$ cat src/rtl/uart_pkg.sv
// Shared definitions for the UART slice.
//   - Default clock rate, line rate and derived cycles-per-bit.
//   - Receiver state enumeration used by uart_rx.
package uart_pkg;

    localparam int unsigned ClkHzDefault      = 12_000_000;
    localparam int unsigned BaudDefault       = 115_200;
    localparam int unsigned ClksPerBitDefault = ClkHzDefault / BaudDefault;  // 104

    typedef enum logic [2:0] {
        RxIdle,
        RxStart,
        RxData,
        RxStop,
        RxWaitIdle
    } rx_state_e;

endpackage

$ cat src/rtl/uart_if.sv
// Byte-level host interface of the UART.
//   tx_byte        : byte to transmit (host -> uart)
//   send_request   : transmit request, sampled every cycle (host -> uart)
//   busy           : transmit frame in progress (uart -> host)
//   rx_byte        : last correctly received byte (uart -> host)
//   byte_available : one-cycle pulse when rx_byte updates (uart -> host)
interface uart_if;

    logic [7:0] tx_byte;
    logic       send_request;
    logic       busy;
    logic [7:0] rx_byte;
    logic       byte_available;

    // Host side.
    modport master (
        output tx_byte,
        output send_request,
        input  busy,
        input  rx_byte,
        input  byte_available
    );

    // UART side.
    modport slave (
        input  tx_byte,
        input  send_request,
        output busy,
        output rx_byte,
        output byte_available
    );

endinterface

$ cat src/rtl/uart_rx.sv
// 8N1 serial receiver.
//   clk, rst_n       : clock, synchronous active-low reset
//   rx_i             : asynchronous serial line, idle high
//   rx_byte_o        : last correctly framed byte, held between pulses
//   byte_available_o : one-cycle pulse when rx_byte_o is updated
// CLKS_PER_BIT must be at least 2.
module uart_rx
    import uart_pkg::*;
#(
    parameter int unsigned CLKS_PER_BIT = ClksPerBitDefault
) (
    input  logic       clk,
    input  logic       rst_n,
    input  logic       rx_i,
    output logic [7:0] rx_byte_o,
    output logic       byte_available_o
);

    localparam int unsigned CntW = (CLKS_PER_BIT > 1) ? $clog2(CLKS_PER_BIT) : 1;
    localparam logic [CntW-1:0] FullM1 = CntW'(CLKS_PER_BIT - 1);
    localparam logic [CntW-1:0] HalfM1 = CntW'(CLKS_PER_BIT / 2 - 1);

    logic            rx_meta_q, rx_sync_q, rx_prev_q;
    rx_state_e       state_q;
    logic [CntW-1:0] cnt_q;
    logic [2:0]      idx_q;
    logic [7:0]      shift_q;
    logic [7:0]      rx_byte_q;
    logic            avail_q;

    always_ff @(posedge clk) begin
        if (!rst_n) begin
            // Synchronizer resets to the idle level so reset release is not seen as a start edge.
            rx_meta_q <= 1'b1;
            rx_sync_q <= 1'b1;
            rx_prev_q <= 1'b1;
            state_q   <= RxIdle;
            cnt_q     <= '0;
            idx_q     <= '0;
            shift_q   <= '0;
            rx_byte_q <= '0;
            avail_q   <= 1'b0;
        end else begin
            rx_meta_q <= rx_i;
            rx_sync_q <= rx_meta_q;
            rx_prev_q <= rx_sync_q;
            avail_q   <= 1'b0;
            unique case (state_q)
                RxIdle: begin
                    if (rx_prev_q && !rx_sync_q) begin
                        state_q <= RxStart;
                        cnt_q   <= '0;
                    end
                end
                RxStart: begin
                    if (cnt_q == HalfM1) begin
                        // Line back high at mid start bit: glitch, drop it.
                        cnt_q   <= '0;
                        idx_q   <= '0;
                        state_q <= rx_sync_q ? RxIdle : RxData;
                    end else begin
                        cnt_q <= cnt_q + 1'b1;
                    end
                end
                RxData: begin
                    if (cnt_q == FullM1) begin
                        cnt_q   <= '0;
                        shift_q <= {rx_sync_q, shift_q[7:1]};
                        if (idx_q == 3'd7) begin
                            state_q <= RxStop;
                        end else begin
                            idx_q <= idx_q + 3'd1;
                        end
                    end else begin
                        cnt_q <= cnt_q + 1'b1;
                    end
                end
                RxStop: begin
                    if (cnt_q == FullM1) begin
                        cnt_q <= '0;
                        if (rx_sync_q) begin
                            rx_byte_q <= shift_q;
                            avail_q   <= 1'b1;
                            state_q   <= RxIdle;
                        end else begin
                            state_q <= RxWaitIdle;
                        end
                    end else begin
                        cnt_q <= cnt_q + 1'b1;
                    end
                end
                RxWaitIdle: begin
                    if (rx_sync_q) begin
                        state_q <= RxIdle;
                    end
                end
                default: state_q <= RxIdle;
            endcase
        end
    end

    assign rx_byte_o        = rx_byte_q;
    assign byte_available_o = avail_q;

endmodule

$ cat src/rtl/uart.sv
// Full-duplex 8N1 UART: inline transmitter plus uart_rx receiver.
//   clk, rst_n : clock, synchronous active-low reset
//   rx         : asynchronous serial receive line, idle high
//   tx         : serial transmit line, idle high
//   bus        : host byte interface (tx_byte, send_request, busy, rx_byte, byte_available)
module uart
    import uart_pkg::*;
#(
    parameter int unsigned CLK_HZ       = ClkHzDefault,
    parameter int unsigned BAUD         = BaudDefault,
    parameter int unsigned CLKS_PER_BIT = CLK_HZ / BAUD
) (
    input  logic    clk,
    input  logic    rst_n,
    input  logic    rx,
    output logic    tx,
    uart_if.slave   bus
);

    localparam int unsigned CntW = (CLKS_PER_BIT > 1) ? $clog2(CLKS_PER_BIT) : 1;
    localparam logic [CntW-1:0] FullM1 = CntW'(CLKS_PER_BIT - 1);

    logic            tx_q, busy_q;
    logic [CntW-1:0] tx_cnt_q;
    logic [3:0]      tx_idx_q;
    logic [8:0]      tx_shift_q;  // remaining data bits plus stop bit
    logic            frame_end, start;

    // A request seen on the final edge of a frame starts the next frame directly, so
    // back-to-back frames have no idle gap and busy stays high across them.
    assign frame_end = busy_q && (tx_cnt_q == FullM1) && (tx_idx_q == 4'd9);
    assign start     = bus.send_request && (!busy_q || frame_end);

    always_ff @(posedge clk) begin
        if (!rst_n) begin
            tx_q       <= 1'b1;
            busy_q     <= 1'b0;
            tx_cnt_q   <= '0;
            tx_idx_q   <= '0;
            tx_shift_q <= '1;
        end else if (start) begin
            tx_q       <= 1'b0;
            busy_q     <= 1'b1;
            tx_cnt_q   <= '0;
            tx_idx_q   <= '0;
            tx_shift_q <= {1'b1, bus.tx_byte};
        end else if (busy_q) begin
            if (tx_cnt_q == FullM1) begin
                tx_cnt_q <= '0;
                if (tx_idx_q == 4'd9) begin
                    busy_q <= 1'b0;
                    tx_q   <= 1'b1;
                end else begin
                    tx_q       <= tx_shift_q[0];
                    tx_shift_q <= {1'b1, tx_shift_q[8:1]};
                    tx_idx_q   <= tx_idx_q + 4'd1;
                end
            end else begin
                tx_cnt_q <= tx_cnt_q + 1'b1;
            end
        end
    end

    assign tx       = tx_q;
    assign bus.busy = busy_q;

    uart_rx #(
        .CLKS_PER_BIT(CLKS_PER_BIT)
    ) u_rx (
        .clk             (clk),
        .rst_n           (rst_n),
        .rx_i            (rx),
        .rx_byte_o       (bus.rx_byte),
        .byte_available_o(bus.byte_available)
    );

endmodule

$ cat src/flat_wrapper.sv
// flat-port wrapper written by rule: the top's interface ports become plain ports
module uart_flat import uart_pkg::*;
#(
    parameter int unsigned CLK_HZ       = ClkHzDefault,
    parameter int unsigned BAUD         = BaudDefault,
    parameter int unsigned CLKS_PER_BIT = CLK_HZ / BAUD
)
  (clk, rst_n, rx, tx, bus_tx_byte, bus_send_request, bus_busy, bus_rx_byte, bus_byte_available);
  uart_if bus_i ();
  input  logic clk;
  input  logic rst_n;
  input  logic rx;
  output logic tx;
  input wire logic [$bits(bus_i.tx_byte)-1:0] bus_tx_byte;
  input wire logic [$bits(bus_i.send_request)-1:0] bus_send_request;
  output wire logic [$bits(bus_i.busy)-1:0] bus_busy;
  output wire logic [$bits(bus_i.rx_byte)-1:0] bus_rx_byte;
  output wire logic [$bits(bus_i.byte_available)-1:0] bus_byte_available;
  assign bus_i.tx_byte = bus_tx_byte;
  assign bus_i.send_request = bus_send_request;
  assign bus_busy = bus_i.busy;
  assign bus_rx_byte = bus_i.rx_byte;
  assign bus_byte_available = bus_i.byte_available;
  uart #(.CLK_HZ(CLK_HZ), .BAUD(BAUD), .CLKS_PER_BIT(CLKS_PER_BIT)) u_core (.clk(clk), .rst_n(rst_n), .rx(rx), .tx(tx), .bus(bus_i));
endmodule
$ cat config.mk
export PLATFORM = sky130hd
export DESIGN_NAME = uart_flat
export DESIGN_NICKNAME = d
export VERILOG_FILES = /design/src/rtl/uart_pkg.sv /design/src/rtl/uart_if.sv /design/src/rtl/uart_rx.sv /design/src/rtl/uart.sv /design/src/flat_wrapper.sv
export SDC_FILE = /design/constraint.sdc
export NUM_CORES = 1
export LEC_CHECK = 0
export BUFFER_PORTS_ARGS = -buffer_cell sky130_fd_sc_hd__buf_2
export CORE_MARGIN = 2
export CORE_UTILIZATION = 53
export CTS_CLUSTER_DIAMETER = 120
export DETAILED_ROUTE_END_ITERATION = 7
export PLACE_DENSITY = 0.75
export SYNTH_ARGS = -nofsm -noshare
export SYNTH_HDL_FRONTEND = slang
export SYNTH_HIERARCHICAL = 1
export SYNTH_SLANG_ARGS = --single-unit
$ cat constraint.sdc
create_clock -name clk -period 1.7 [get_ports clk]
set_input_delay 0.51 -clock clk [delete_from_list [all_inputs] [get_ports clk]]
set_output_delay 0.51 -clock clk [all_outputs]
set_load 0.01 [all_outputs]
# [Word level (Yosys, flattened, before mapping)]
# Cells that the tools add are included.
# Widths: inputs -> output; s select.
[word_totals] register_bits=54 output_inout_bits=11 elab_cells=91
[classes] n_addsub=4 n_eq_ne=17 n_mux=31 n_bitwise=2 n_reduce_logical=23
[ops] cell="$mux 8" count=4
[ops] cell="$mux 3" count=10
[ops] cell="$mux 7" count=4
[ops] cell="$pmux 7 s3" count=1
[ops] cell="$pmux 3 s5" count=1
[ops] cell="$add 7x1->7 const B" count=2
[ops] cell="$eq 7x7->1 const B" count=2
[ops] cell="$ne 2x2->1 const B" count=7
[ops] cell="$reduce_and 3->1" count=4
[ops] cell="$mux 1" count=9
[ops] cell="$eq 7x6->1 const B" count=1
[ops] cell="$eq 3x2->1 const B" count=2
[ops] cell="$eq 3x3->1 const B" count=2
[ops] cell="$pmux 3 s2" count=1
[ops] cell="$reduce_and 2->1" count=3
[ops] cell="$reduce_and 6->1" count=1
[ops] cell="$reduce_bool 2->1" count=3
[ops] cell="$add 4x1->4 const B" count=1
[ops] cell="$eq 4x4->1 const B" count=1
[ops] cell="$logic_and 1x1->1" count=4
[ops] cell="$reduce_and 4->1" count=1
[ops] cell="$reduce_or 2->1" count=2
[ops] cell="$add 3x1->3 const B" count=1
[ops] cell="$eq 3x1->1 const B" count=1
[ops] cell="7 further kinds" count=9

# [Depth between registers and ports, before layout]
# Gate-level depths: netlist of run 1.
[depth] word_depth=7 mapped_depth=6

# [Hierarchy]
# The synthesis of run 1 kept the hierarchy.
[by_module_without_submodules] module="uart_rx" n_inst=1 cells_each=170 area_each_um2=1521.5
[by_module_without_submodules] module="uart" n_inst=1 cells_each=121 area_each_um2=1121.1

# [Worst setup path before layout of run 1]
# No wires, ideal clock.
[synth_path] path_kind="reg2reg" start="register u_core.u_rx.cnt_q[0]" end="register u_core.u_rx.cnt_q[6]" arrival_time_ps=1532 slack_ps=82 stages_incl_launch_ff=6 n_path_buf=0 cell_sequence="dfxtp_1 -> ha_1 -> nor3b_1 -> a2111oi_4 -> a211oi_1 -> a211oi_1"
[synth_via] elab_chain_cells=3
[synth_rtl] element="start: declaration" line="uart_rx.sv:25" text="logic [CntW-1:0] cnt_q;"
[synth_rtl] element="start signal: assignment" line="uart_rx.sv:62" text="cnt_q <= cnt_q + 1'b1;"
[synth_rtl] element="start signal: assignment" line="uart_rx.sv:75" text="cnt_q <= cnt_q + 1'b1;"
[synth_rtl] element="start signal: assignment" line="uart_rx.sv:89" text="cnt_q <= cnt_q + 1'b1;"
[synth_rtl] element="$add 7x1->7, or another cell as far along" line="uart_rx.sv:62, uart_rx.sv:75, uart_rx.sv:89"
[synth_rtl] element="$mux 7, on equally long branches" line="uart_rx.sv:66, uart_rx.sv:79, uart_rx.sv:56"
[synth_rtl] element="$pmux 7 s3 *" line="uart_rx.sv:48" text="unique case (state_q)"
# Mark *: on every way between the ends. The rest lies on a longest branch, timed or not.
# A chain may end at the register's enable or synchronous reset.

# [Worst setup path in the final report of run 1]
[layout_path] start="register u_core.tx_cnt_q[1]" end="register u_core.tx_idx_q[2]"
[layout_via] elab_chain_cells=6
[layout_rtl] element="start: declaration" line="uart.sv:24" text="logic [CntW-1:0] tx_cnt_q;"
[layout_rtl] element="start signal: assignment" line="uart.sv:59" text="tx_cnt_q <= tx_cnt_q + 1'b1;"
[layout_rtl] element="$eq 7x7->1 *" line="uart.sv:31, uart.sv:48"
[layout_rtl] element="$logic_and 1x1->1 (2 in series)" line="uart.sv:31" text="assign frame_end = busy_q && (tx_cnt_q == FullM1) && (tx_idx_q == 4'd9);"
[layout_rtl] element="$logic_or 1x1->1" line="uart.sv:32" text="assign start = bus.send_request && (!busy_q || frame_end);"
[layout_rtl] element="$logic_and 1x1->1" line="uart.sv:32"
[layout_rtl] element="$reduce_or 2->1 (no source line)"
[layout_rtl] element="end signal: assignment" line="uart.sv:56" text="tx_idx_q <= tx_idx_q + 4'd1;"
[layout_rtl] element="end: declaration" line="uart.sv:25" text="logic [3:0] tx_idx_q;"
# Marks and branches as above.

==> results of run 1 <==
what timing repair did:
item                                    4_1_cts  5_1_grt
endpoints found under the hold margin         0        0
buffers inserted                              0        2
pin swaps                                     1        3
gates resized for setup                       1       14
endpoints found under the setup margin        7       27
report_power, final:
part	leakage, nW	internal [mW]	total, mW	switching [mW]
logic	0.646	0.0709	0.157	0.0863
clock network	0.0441	0.290	0.719	0.429
registers	0.441	1.29	1.30	0.0161
layer usage:
layer  up-vias  track usage [%]  wire, microns
met5         -                0              0
met4         0             8.13             93
met3        11             3.61            144
met2        38             34.9           2550
met1       979             26.1           2520
li1       1101                -              -
layout make-up:
cell class / instances / share of cell area (%)
Clock buffer: 5 / 2.23
Inverter: 10 / 1.22
Timing Repair Buffer: 44 / 9.74
Clock inverter: 3 / 0.690
Multi-Input combinational cell: 211 / 48.1
Tap cell: 67 / 2.72
Sequential cell: 54 / 35.3
worst max-delay path by stage:
stage / slack (ns) / end / startpoint / depth (start not counted)
2_1_floorplan: 0.08 / u_core/u_rx/cnt_q[6] / u_core/u_rx/cnt_q[0] / 5
3_3_place_gp: 0.05 / u_core/u_rx/cnt_q[6] / u_core/u_rx/cnt_q[0] / 5
3_5_place_dp: -0.02 / u_core/u_rx/state_q[0] / u_core/u_rx/cnt_q[0] / 5
4_1_cts: 0.002 / u_core/u_rx/state_q[0] / u_core/u_rx/cnt_q[0] / 5
5_1_grt: -0.005 / u_core/tx_idx_q[2] / u_core/tx_cnt_q[1] / 5
6_report: 0.07 / u_core/tx_idx_q[2] / u_core/tx_cnt_q[1] / 5
flip-flops by register name, indices dropped and copies added (netlist names), 3 cells and up:
signal                 flops
u_core/tx_cnt_q            7
u_core/u_rx/cnt_q          7
u_core/tx_idx_q            4
u_core/u_rx/shift_q        8
u_core/u_rx/state_q        3
u_core/tx_shift_q          8
u_core/u_rx/idx_q          3
u_core/u_rx/rx_byte_o      8
cells in the final DEF, fill, tap and decap left out, types with 2 or more instances in the layout:
cell type   n
a2111oi_0   2
a211oi_1    3
a21oi_1     8
a21oi_2     2
a22oi_1     7
a31oi_1     3
and2_1      4
and3_1      2
and3b_1     2
and4bb_4    2
buf_12      2
buf_2      22
buf_4      20
clkbuf_8    5
dfxtp_1    48
dfxtp_2     6
ha_1        3
ha_2        2
inv_1       9
mux2i_1    30
nand2_1    39
nand2b_1   11
nand3_1     4
nand4_1     5
nand4b_1    3
nor2_1     24
nor2b_1     2
nor3_1      3
o2111ai_1   2
o21a_1      4
o21ai_0    11
o22ai_1     3
xnor2_1     2
xor2_1      5
worst max-delay path, stage by stage, from the launching register on:
cell and delay [ns]:
dfxtp_2 0.37, ha_4 0.14, and4bb_4 0.29, nand3_4 0.11, or4_4 0.53, a21oi_2 0.14
cells by family (layout without fill, tap and decap cells):
logic type	count (synthesis)	after routing	share of synthesized area (%)
compound gates	56	56	15.5
xor+xnor	7	7	2.32
fa+ha+maj	6	6	2.84
buf+inv	26	62	4.21
flops	54	54	40.9
mux	30	30	11.4
simple gates	112	112	22.9
==> key figures, run 1 <==
Final layout
  – Reg area: around 1100 sq um
  – Antenna cells: 0
  – Final nets: 344
  – Finished Layout Cells: a little under 400
  – Final instance area: 3080 sq um
  – Fillers: 405
  – Fraction of layout cells with a size suffix above 1: ~22%
  – Finished Core Util: about two thirds
  – Multi-input gate area: about 1500 sq um
  – Area grow syn2layout: 16.7%

Yosys
  – Avg Cell Area, Syn: roughly 9 sq um
  – Synth Net Count: roughly 310
  – Post-synth EDFFs: 0
  – Synth cell types: 53
  – Sequential share of the synthesized area: 40.9%
  – Synth area leader: dfxtp_1
  – Biggest area contributors in the synthesized netlist: dfxtp_1, mux2i_1, nand2_1
  – Count leader, synth: dfxtp_1
  – Ys flop type: dfxtp_1
  – FFs w/ async S/R, synth: 0%
  – Cell Area, Synth: around 2600 sq um
  – Yosys warns: 6
  – Top cell type's share of synthesized area: 40.9%
  – Synth Register Bits: between 50 and 60
  – Cell count after synthesis: about 290
  – Commonest cells post-synth: dfxtp_1, nand2_1, mux2i_1

Setup path
  – Worst r2r path cells: 5
  – Crit path kind: reg2reg
  – CP startpoint kind: flip-flop
  – Worst reg2reg setup slack: slightly below 0.07 ns
  – Reg2reg start: u_core/tx_cnt_q[1]
  – Reg2reg end: u_core/tx_idx_q[2]
  – Critical Path AT: between 1.5 and 2 ns
  – Crit Path Max Fanout: 6
  – CP Data Required Time: slightly below 2 ns
  – CP endpoint kind: flip-flop

Flow run
  – Max Cap Viol: 0

CTS
  – CTS tree: done
  – CTS Buffer Depth: 2
  – Total CTS buffers: 5
  – Reg clk slew, reported paths: 0.09 ns
  – Worst skew pair latency: around 0.31 ns
  – H-tree Lvls: 2
  – Clk root buf: clkbuf_8
  – CTS sink count: 54
  – Hold Buf Count CTS: 0

Power
  – Peak VDD IR: roughly 0.00065 V
  – Pwr dens: approximately 710 nW/um^2
  – Power Total: ~2.2 mW
  – Leak Pwr: 1.13 nW

GRT
  – Initial antenna violation count: 0
  – First-pass GRT wire length: ~9000 microns
  – Vias in the first global route: between 2000 and 2500
  – Largest net degree at the start of global routing: 29
  – All-Layer GR Usage: about a fifth
  – GRT Residual Overflow: 0

Timing
  – Worst slew pin tran: 0.449 ns
  – Fmax: 0.612 GHz
  – Fin worst setup slack: just under 0.07 ns
  – Rel. slew slack: 70.0%
  – Tcrit/Tclk final: between 90% and 100%
  – Max-slew violation count: 0
  – WHS: about 0.40 ns
  – Layout Skew: between 0.008 and 0.009 ns
  – Hold Fails Final Rpt: 0
  – Crit path time final: about 1.6 ns
  – Setup TNS Final: 0 ns
  – Setup violators final: 0

Placement
  – Post-DP HPWL: roughly 3800 microns
  – Post-place setup slack: -0.0247 ns
  – Placed instance area: just under 3000 sq um
  – Routability cong.: approximately 0.8
  – PortBufs: 22
  – DP Cell Count: 384

Drt
  – Number of routed nets with antenna violations: 0
  – DRT Pass-1 Iters: 4
  – DR WL/cell: 13.4 microns
  – Final Routed Wirelength: around 5300 microns
  – DR vias/cell: approximately 5.4
  – Vias: 2129
  – DR DRC count: 0
  – Iter 0 DRT Violations: about 140

Floorplanning
  – Std cell rows: 25
  – Initial Util: between 50% and 60%
  – Floorplan core area: about 4800 sq um
  – Die H: 74.6 microns
  – Die X: between 70 and 80 microns
  – Num ports: 23
  – Die Area: roughly 5600 sq um

Status
  – Status: complete, no violations

Min path
  – Hold_sp: rx
  – HP Class: in2reg
  – Cells on Worst Hold Path: 2
  – WHS Endpoint: u_core/u_rx/rx_meta_q
Note: power is estimated with default switching activity, not from simulation.
==> inputs of run 2 (changes only) <==
PLACE_DENSITY = 0.8   (was 0.75)
==> run 2 against run 1 <==
  * Total power grew 5.7%
  * Non-clock buffer count shrank 1
  * Setup slack lost 0.022 ns
  * Clock skew shrank 0.0027 ns
  * Via count grew 2.2%
  * Clock-buffer cell count grew 2
  * Critical path type unchanged
  * Critical endpoint is now u_core/u_rx/cnt_q[4]
==> key figures, run 2 (synthesized netlist as in run 1, its figures left out) <==
Final layout
  – Fillers: about 390
  – Commonest non-fill, non-tap cell in the layout: dfxtp_1
  – Multi-input gate area: ~1500 sq um
  – Final nets: 343
  – Reg area: 1090 sq um
  – Area grow syn2layout: 17.2%
  – Commonest cells after routing, fill and taps aside: dfxtp_1, nand2_1, mux2i_1, nor2_1, buf_2
  – Finished Layout Cells: roughly 400
  – Antenna cells: 0
  – Finished Core Util: approximately two thirds
  – Fraction of layout cells with a size suffix above 1: between 20% and 30%

Timing
  – Hold Fails Final Rpt: 0
  – WHS: 0.417 ns
  – Worst slew pin tran: between 0.5 and 0.6 ns
  – Tcrit/Tclk final: 97.3%
  – Max-slew violation count: 0
  – Crit path time final: roughly 1.7 ns
  – Rel. slew slack: between 60% and 70%
  – Setup violators final: 0
  – Fmax: just over 0.6 GHz
  – Layout Skew: approximately 0.006 ns
  – Setup TNS Final: 0 ns

Placement
  – Post-DP HPWL: approximately 3800 microns
  – PortBufs: 22
  – DP Cell Count: around 380
  – Routability cong.: roughly 0.8

Drt
  – DR DRC count: 0
  – Final Routed Wirelength: 5260 microns
  – Number of routed nets with antenna violations: 0
  – DR WL/cell: between 10 and 15 microns
  – Iter 0 DRT Violations: 94
  – DR vias/cell: about 5.5
  – Vias: roughly 2200
  – DRT Pass-1 Iters: 4

Setup path
  – Reg2reg end: u_core/u_rx/cnt_q[4]
  – Critical Path AT: between 1.5 and 2 ns
  – Worst reg2reg setup slack: approximately 0.046 ns
  – Worst r2r path cells: 5
  – CP startpoint kind: flip-flop
  – Reg2reg start: u_core/u_rx/cnt_q[1]
  – CP endpoint kind: flip-flop
  – CP Data Required Time: slightly below 2 ns
  – Crit Path Max Fanout: 4
  – Crit path kind: reg2reg

GRT
  – First-pass GRT wire length: roughly 9000 microns
  – Vias in the first global route: 2058
  – GRT Residual Overflow: 0
  – Largest net degree at the start of global routing: 29
  – All-Layer GR Usage: around a fifth
  – Initial antenna violation count: 0

CTS
  – Clk root buf: clkbuf_8
  – Reg clk slew, reported paths: 0.09 ns
  – Total CTS buffers: 5
  – CTS tree: done
  – Hold Buf Count CTS: 0
  – CTS sink count: 54
  – CTS Buffer Depth: 2
  – Worst skew pair latency: roughly 0.30 ns
  – H-tree Lvls: 2

Power
  – Pwr dens: ~740 nW/um^2
  – Leak Pwr: ~1.1 nW
  – Peak VDD IR: 0.000457 V

Min path
  – HP Class: reg2reg
  – WHS Endpoint: u_core/u_rx/rx_sync_q
  – Cells on Worst Hold Path: 1
  – Hold_sp: u_core/u_rx/rx_meta_q

Status
  – Status: complete, no violations

Floorplanning
  – Initial Util: 55.6%
  – Die X: between 70 and 80 microns
  – Floorplan core area: 4750 sq um
  – Std cell rows: 25
  – Die Area: 5570 sq um
  – Die H: roughly 75 microns
  – Num ports: 23

Flow run
  – Max Cap Viol: 0
## run 2: per-layer routing
layer / global-route usage [%] / routed length, microns / up-vias
met4: 6.94 / 75 / 0
li1: - / - / 1095
met3: 5.49 / 185 / 8
met1: 24.5 / 2380 / 1032
met2: 35.4 / 2610 / 41
met5: 0 / 0 / -
## run 2: stage by stage
stage	instance area, sq um	worst slack (ns)	power, mW
floorplan	2640	0.0818	1.43
global placement	2920	0.0523	1.48
detailed placement	2920	-0.0204	1.48
CTS	3050	0.00824	2.32
global route	3100	-0.0141	2.40
finish	3100	0.0456	2.30
## run 2: layout make-up
cell class                      count  area share (%)
Multi-Input combinational cell    211            48.1
Sequential cell                    54            35.1
Timing Repair Buffer               43            9.45
Tap cell                           67            2.71
Clock buffer                        7            2.46
Inverter                           10            1.21
Clock inverter                      1           0.969
## run 2: how the worst max path moves through the flow
stage | endpoint | from | slack (ns) | cells past startpoint
finish | u_core/u_rx/cnt_q[4] | u_core/u_rx/cnt_q[1] | 0.05 | 5
CTS | u_core/tx_idx_q[2] | u_core/tx_cnt_q[0] | 0.008 | 5
floorplan | u_core/u_rx/cnt_q[6] | u_core/u_rx/cnt_q[0] | 0.08 | 5
global placement | u_core/u_rx/cnt_q[6] | u_core/u_rx/cnt_q[0] | 0.05 | 5
global route | u_core/u_rx/cnt_q[1] | u_core/u_rx/cnt_q[0] | -0.01 | 6
detailed placement | u_core/u_rx/idx_q[1] | u_core/u_rx/cnt_q[0] | -0.02 | 5
## run 2: critical path, cell delays in order, from the launching register on
cell	delay, ns
dfxtp_1	0.37
ha_2	0.22
nand3_1	0.14
a2111oi_0	0.53
o22ai_1	0.16
a21oi_1	0.16
## run 2: report_power, final
part	switching (mW)	total [mW]	internal (mW)
Clock	0.401	0.842	0.441
Combinational	0.0870	0.158	0.0715
Sequential	0.0162	1.30	1.29
## run 2: what timing repair did
action	CTS	global route
pin swaps	1	3
setup endpoints to repair	12	26
gates resized for setup	4	9
setup buffers	1	2
==> inputs of run 3 (changes only) <==
BUFFER_PORTS_ARGS = unset   (was -buffer_cell sky130_fd_sc_hd__buf_2)
CORE_UTILIZATION = 45   (was 53)
DONT_BUFFER_PORTS = 1   (was unset)
PLACE_DENSITY = 0.67   (was 0.8)
==> run 3 against run 2 <==
  * Cell count fell by 4.1%
  * Clock skew rose by 0.0049 ns
  * Setup slack gained 0.036 ns
  * Sequential power about the same
  * Via count decreased by 3.6%
  * First-iteration DRC count rose by 17%
  * Combinational power fell by 25%
  * Sequential share of layout area grew 1.4 points
  * Critical path depth unchanged
  * Clock-buffer cell count decreased by 2
  * Sequential cell count is the same
  * Die area is 17% higher
  * Largest cell class unchanged
==> key figures, run 3 (synthesized netlist as in run 1, its figures left out) <==
GRT
  – GRT Residual Overflow: 0
  – Initial antenna violation count: 0
  – Vias in the first global route: about 1900
  – All-Layer GR Usage: 16.1%
  – Largest net degree at the start of global routing: 36
  – First-pass GRT wire length: 8390 microns

Final layout
  – Antenna cells: 0
  – Fraction of layout cells with a size suffix above 1: 15.7%
  – Area grow syn2layout: 12.8%
  – Commonest non-fill, non-tap cell in the layout: dfxtp_1
  – Final instance area: just under 3000 sq um
  – Final nets: about 320
  – Commonest cells after routing, fill and taps aside: dfxtp_1, nand2_1, mux2i_1, nor2_1, buf_4

Setup path
  – CP Data Required Time: approximately 2 ns
  – Crit path kind: reg2reg
  – Worst path max stage delay: roughly 0.53 ns
  – Worst r2r path cells: 5
  – Crit path max-delay cell type: or4_4
  – Worst path cell trace: ha_4 > and4bb_4 > nand3_4 > or4_4 > a21oi_2
  – Delay-heaviest family, CP: simple AND/OR/NAND/NOR gates
  – CP startpoint kind: flip-flop
  – Critical Path AT: roughly 1.9 ns
  – CP endpoint kind: flip-flop
  – Crit Path Max Fanout: 5
  – Crit. path cell count: 5
  – Sum of buffers and inverters on the critical path: 0

Power
  – Leak Pwr: a little over 1 nW
  – Power Total: around 2.2 mW
  – Pwr dens: approximately 730 nW/um^2
  – Peak VDD IR: 0.000572 V

CTS
  – CTS tree: done
  – Total CTS buffers: 5
  – Reg clk slew, reported paths: 0.10 ns
  – Clk root buf: clkbuf_8
  – CTS sink count: 54
  – CTS Buffer Depth: 2
  – H-tree Lvls: 2
  – Worst skew pair latency: 0.31 ns

Placement
  – Placed instance area: between 2000 and 3000 sq um
  – Routability cong.: between 0.8 and 0.9
  – Post-place setup slack: -0.00797 ns
  – Post-DP HPWL: between 3000 and 4000 microns
  – PortBufs: 0

Drt
  – DR WL/cell: around 13 microns
  – Final Routed Wirelength: slightly above 5000 microns
  – DRT Pass-1 Iters: 4
  – Iter 0 DRT Violations: 110
  – Vias: 2097
  – DR vias/cell: between 5 and 6
  – Number of routed nets with antenna violations: 0
  – DR DRC count: 0

Timing
  – Rel. slew slack: between 60 and 70%
  – Tcrit/Tclk final: approximately 95%
  – Fin worst setup slack: 0.0820 ns
  – Layout Skew: approximately 0.011 ns
  – Worst slew pin tran: a little over 0.5 ns
  – Hold Fails Final Rpt: 0
  – RSZ-0062 raised after global routing: false
  – Setup violators final: 0
  – Crit path time final: about 1.6 ns
  – Fmax: ~0.6 GHz
  – Max-slew violation count: 0

Floorplanning
  – Initial Util: 47.4%
  – Num ports: 23
  – Floorplan core area: 5570 sq um
  – Die Area: 6500 sq um
  – Die X: just over 80 microns
  – Die H: 80.6 microns
  – Std cell rows: 27

Flow run
  – Max Cap Viol: 0

Min path
  – HP Class: in2reg
  – Cells on Worst Hold Path: 1

Status
  – Status: complete, no violations
-- run 3: metrics by stage --
| stage | hold WS [ns] | TNS [ns] | cells | utilization, % |
|---|---|---|---|---|
| after floorplan | 0.386 | 0 | 291 | - |
| after global placement | 0.402 | 0 | 366 | 50.7 |
| after detailed placement | 0.405 | -0.00797 | 366 | 50.7 |
| after CTS | 0.261 | 0 | 374 | 52.5 |
| after global routing | 0.264 | 0 | 377 | 53.5 |
| final | 0.285 | 0 | 377 | 53.5 |
-- run 3: what timing repair did --
action	4_1_cts	5_1_grt
pin swaps	1	2
hold buffers	0	0
buffers inserted	0	4
resized for setup	3	8
endpoints found under the setup margin	5	13
hold endpoints to repair	0	0
-- run 3: cell type report --
class                      instances  area, sq um
fill                             531         2590
multi-input combinational        211         1480
sequential                        54         1090
timing repair buffer              22          190
tap                               72         90.1
clock buffer                       5         68.8
inverter                          10         37.5
clock inverter                     3         25.0
-- run 3: layer usage --
layer  share of wire (%)  global-route usage, %
met1                  47                   19.7
met2                  48                   27.6
met3                 4.2                   4.38
met4                0.63                   4.58
met5                   0                      0
-- run 3: worst paths after layout --
| check | start | end | slack [ns] |
|---|---|---|---|
| worst max-delay path | u_core/tx_cnt_q[0] | u_core/tx_idx_q[2] | 0.08 |
| worst min-delay path | rst_n | u_core/u_rx/rx_sync_q | 0.28 |
| worst max register to register | u_core/tx_cnt_q[0] | u_core/tx_idx_q[2] | 0.08 |
| worst min register to register | u_core/u_rx/rx_meta_q | u_core/u_rx/rx_sync_q | 0.43 |
-- run 3: report_power, final --
part / total [mW] / switching [mW] / internal (mW) / leakage (nW)
registers: 1.30 / 0.0173 / 1.29 / 0.440
clock network: 0.739 / 0.441 / 0.298 / 0.0447
logic: 0.119 / 0.0615 / 0.0575 / 0.551
total: 2.16 / 0.520 / 1.64 / 1.04
